**config.mk**
```make
export PLATFORM = sky130hd
export DESIGN_NAME = status_word_reader
export DESIGN_NICKNAME = d
export VERILOG_FILES = /design/src/rtl/status_word_reader.sv
export SDC_FILE = /design/constraint.sdc
export NUM_CORES = 1
export LEC_CHECK = 0
export ABC_AREA = 1
export BUFFER_PORTS_ARGS = -buffer_cell sky130_fd_sc_hd__buf_2
export CAP_MARGIN = 20
export CELL_PAD_IN_SITES_DETAIL_PLACEMENT = 0
export CELL_PAD_IN_SITES_GLOBAL_PLACEMENT = 1
export CORE_AREA = 3 3 84 78
export DETAILED_ROUTE_END_ITERATION = 8
export DIE_AREA = 0 0 87 81
export PLACE_DENSITY = 0.77
export SLEW_MARGIN = 5
export SYNTH_ARGS = -nofsm -noshare
export SYNTH_HDL_FRONTEND = slang
export SYNTH_SLANG_ARGS = --single-unit
```
**constraint.sdc**
```tcl
create_clock -name clk -period 1.56 [get_ports clk]
set_input_delay 0.312 -clock clk [delete_from_list [all_inputs] [get_ports clk]]
set_output_delay 0.312 -clock clk [all_outputs]
set_load 0.005 [all_outputs]
```
**src/rtl/status_word_reader.sv**
```systemverilog
// Packs the status fields into one 32-bit word, captures it on request and returns it 1 cycle later.
// Holds the response until it is taken; a request and a taken response in the same cycle give one read per cycle.
module status_word_reader (
    input  logic        clk,
    input  logic        reset,
    input  logic        io_status_et,
    input  logic        io_status_ef,
    input  logic        io_status_ev,
    input  logic        io_status_ec,
    input  logic        io_status_ps,
    input  logic        io_status_s,
    input  logic        io_status_u64,
    input  logic        io_status_s64,
    input  logic        io_status_vm,
    input  logic [6:0]  io_status_zero,
    input  logic [7:0]  io_status_im,
    input  logic        io_req_valid,
    output logic        io_req_ready,
    output logic        io_resp_valid,
    input  logic        io_resp_ready,
    output logic [31:0] io_resp_bits_data,
    output logic        io_resp_bits_changed,
    output logic [7:0]  io_read_count
);

    typedef enum logic {
        ST_IDLE = 1'b0,
        ST_RESP = 1'b1
    } state_t;

    state_t      r_state;
    logic [31:0] r_data;
    logic [31:0] r_snap;
    logic        r_changed;
    logic [7:0]  r_count;

    logic [31:0] w_packed;
    logic        w_hs;
    logic        w_accept;

    assign w_packed = {8'h00, io_status_im, io_status_zero, io_status_vm, io_status_s64,
                       io_status_u64, io_status_s, io_status_ps, io_status_ec,
                       io_status_ev, io_status_ef, io_status_et};

    assign io_resp_valid        = (r_state == ST_RESP);
    assign w_hs                 = io_resp_valid & io_resp_ready;
    // Ready may look through a response being taken this cycle, so reads stream back-to-back.
    assign io_req_ready         = (r_state == ST_IDLE) | w_hs;
    assign w_accept             = io_req_valid & io_req_ready;

    assign io_resp_bits_data    = r_data;
    assign io_resp_bits_changed = r_changed;
    assign io_read_count        = r_count;

    always_ff @(posedge clk) begin
        if (reset) begin
            r_state   <= ST_IDLE;
            r_data    <= 32'h0;
            r_snap    <= 32'h0;
            r_changed <= 1'b0;
            r_count   <= 8'h00;
        end else begin
            if (w_accept) begin
                r_data    <= w_packed;
                r_changed <= (w_packed != r_snap);
                r_snap    <= w_packed;
                r_state   <= ST_RESP;
            end else if (w_hs) begin
                r_state   <= ST_IDLE;
            end
            if (w_hs) begin
                r_count <= r_count + 8'd1;
            end
        end
    end

endmodule

```
==> flow_metrics.py <==
metrics = {
    "synthesis": {
        "ys_seq_area_share_pct": 37.9,
        "syn_area_um2": 1800,
        "synthArstFlopShare_pct": 0,
        "ys_types": 23,
        "yosys_warnings": 0,
        "synth-main-ff-cell": "dfxtp_1",
        "synth_edf_count": 0,
        "syn_inst": 272,
        "syn_area_per_cell_um2": 6.61,
        "synth-seq-cells": 34,
    },
    "pwr": {
        "ir_worst_vdd_mv": 0.415,
        "p_leak_nw": 1.23,
        "pwr_density_cell_nw_per_um2": 872,
    },
    "die": {
        "start_util_pct": 31.6,
        "dieArea_um2": 7050,
        "row_count": 26,
        "core_area_um2": 5690,
        "io_pins": 71,
        "die_w_um": 87,
        "die_h_um": 81,
    },
    "finish": {
        "final_cell_mix": "nand2_1 (72), buf_2 (62), inv_1 (48)",
        "layout_commonest_cell": "nand2_1",
        "layout.nets": 366,
        "multi_input_area_um2": 860,
        "antenna_cells": 0,
        "n_fill_cell": 611,
        "ff_latch_area_um2": 681,
        "syn2layout_area_growth_pct": 25.5,
        "drive_gt1_share_pct": 24.0,
    },
    "sta": {
        "setup_viol_count_final": 0,
        "fin_crit_ns": 1.29,
        "report.final.hold_viol_count": 0,
        "setup_tns_ns": 0,
        "holdWs_ns": 0.241,
        "fin_skew_ns": 0.00558,
        "fmax_ghz": 0.778,
        "finalCritPeriodShare_pct": 82.4,
        "finalMaxSlewViolations": 0,
        "rsz0062_at_grt": "false",
    },
    "routing": {
        "antenna_left": 0,
        "vias": 1707,
        "wl_per_cell_um": 9.69,
        "routed_wl_um": 3950,
        "drt_iter0_drc": 87,
        "drc_errors": 0,
        "via_per_inst": 4.18,
        "drtPass1Iterations": 4,
    },
    "clocking": {
        "clock_latency_ns": 0.28,
        "postCtsSetupRepairBufs": 0,
        "root_buffer": "clkbuf_8",
        "cts_resized": 0,
        "h-tree-depth": 2,
        "cts_tree": "built",
        "clkTransAtPathRegs_ns": 0.07,
        "cts.sinks": 34,
        "cts_buffers": 5,
        "clk_path_buf_depth": 2,
        "cts_hold_buf": 0,
    },
    "outcome": {
        "outcome": "finished, final reports clean",
    },
    "grt": {
        "grtUsageTotal_pct": 11.8,
        "grt_pass1_wl_um": 6630,
        "grt_overflow": 0,
        "first_global_vias": 1500,
        "grt_max_degree": 31,
        "grt_antenna_before_repair": 0,
    },
    "setup_path": {
        "end_kind": "output pin",
        "critPathMaxFanout": 4,
        "path_class": "reg2out",
        "crit_path_start_kind": "flip-flop",
        "critical_path_required_ns": 1.25,
        "arrival_ns": 0.97,
    },
    "placement": {
        "place.gp.congestion": 0.741,
        "portBuffers": 62,
        "hpwlAfterDp_um": 3110,
    },
    "run": {
        "maxCapViolations": 0,
    },
    "min_path": {
        "hold_path.class": "in2reg",
    },
}
-- where the power goes --
| group | total, mW | leakage, nW | internal (mW) | switching (mW) |
|---|---|---|---|---|
| registers | 0.973 | 0.281 | 0.924 | 0.0488 |
| logic | 0.332 | 0.899 | 0.151 | 0.182 |
| clock network | 0.663 | 0.0482 | 0.356 | 0.307 |
| total | 1.97 | 1.23 | 1.43 | 0.537 |
-- routing by layer --
metal	global-route usage (%)	share of wire (%)	vias up
li1	-	-	944
met1	16.1	49	713
met2	17.8	42	46
met3	3.96	8.5	4
met4	3.27	0.86	0
met5	0	0	-
-- sequential cells by signal, indices dropped and copies added (netlist names) --
name,count
r_snap,24
io_read_count,8
io_resp_bits_changed,1
io_resp_valid,1
-- critical path: stages (launching register included) --
cell,delay (ns)
dfxtp_1,0.46
nand2_1,0.11
buf_2,0.13
-- layout make-up --
class | count | area share, %
Timing Repair Buffer | 66 | 15.6
Sequential cell | 34 | 30.2
Clock buffer | 7 | 3.82
Tap cell | 70 | 3.88
Clock inverter | 1 | 0.222
Inverter | 49 | 8.20
Multi-Input combinational cell | 181 | 38.1
-- cells by family after synthesis --
group	Yosys count	share of synthesized area, %
fa+ha+maj	1	0.696
other cells	1	0.209
simple gates	113	27.1
buf+inv	64	15.8
xor+xnor	6	2.92
compound gates	53	15.4
flops	34	37.9
-- worst paths after layout --
check                           cells past startpoint              from  slack [ns]                to
worst max register to register                      5     io_resp_valid        0.34  io_read_count[5]
worst min-delay path                                2             reset        0.24  io_read_count[6]
worst max-delay path                                2     io_resp_valid        0.27      io_req_ready
worst min register to register                      1  io_read_count[3]        0.51  io_read_count[3]
-- synthesized netlist by cell type, drive strengths merged (2+ instances only) --
| cell type | n | area share, % |
|---|---|---|
| nand2 | 73 | 16 |
| inv | 48 | 10 |
| dfxtp | 34 | 38 |
| nor2 | 32 | 6.8 |
| o21ai | 29 | 8.1 |
| a21oi | 24 | 7.3 |
| buf | 12 | 4.9 |
| xnor2 | 5 | 2.4 |
| clkbuf | 3 | 0.63 |
| nand3 | 3 | 1.5 |
| nor3 | 3 | 2.1 |
| nand4 | 2 | 1.0 |
-- through the flow --
stage	std cells	setup slack, ns	total power [mW]	instance area [um2]	utilization, %
3_5_place_dp	400	0.277	1.33	2170	38.0
3_3_place_gp	400	0.317	1.33	2170	38.0
4_1_cts	408	0.252	2.01	2260	39.6
2_1_floorplan	279	0.426	1.20	1820	-
5_1_grt	408	0.202	2.11	2260	39.6
6_report	408	0.274	1.97	2260	39.6
Note: power is estimated with default switching activity, not from simulation.
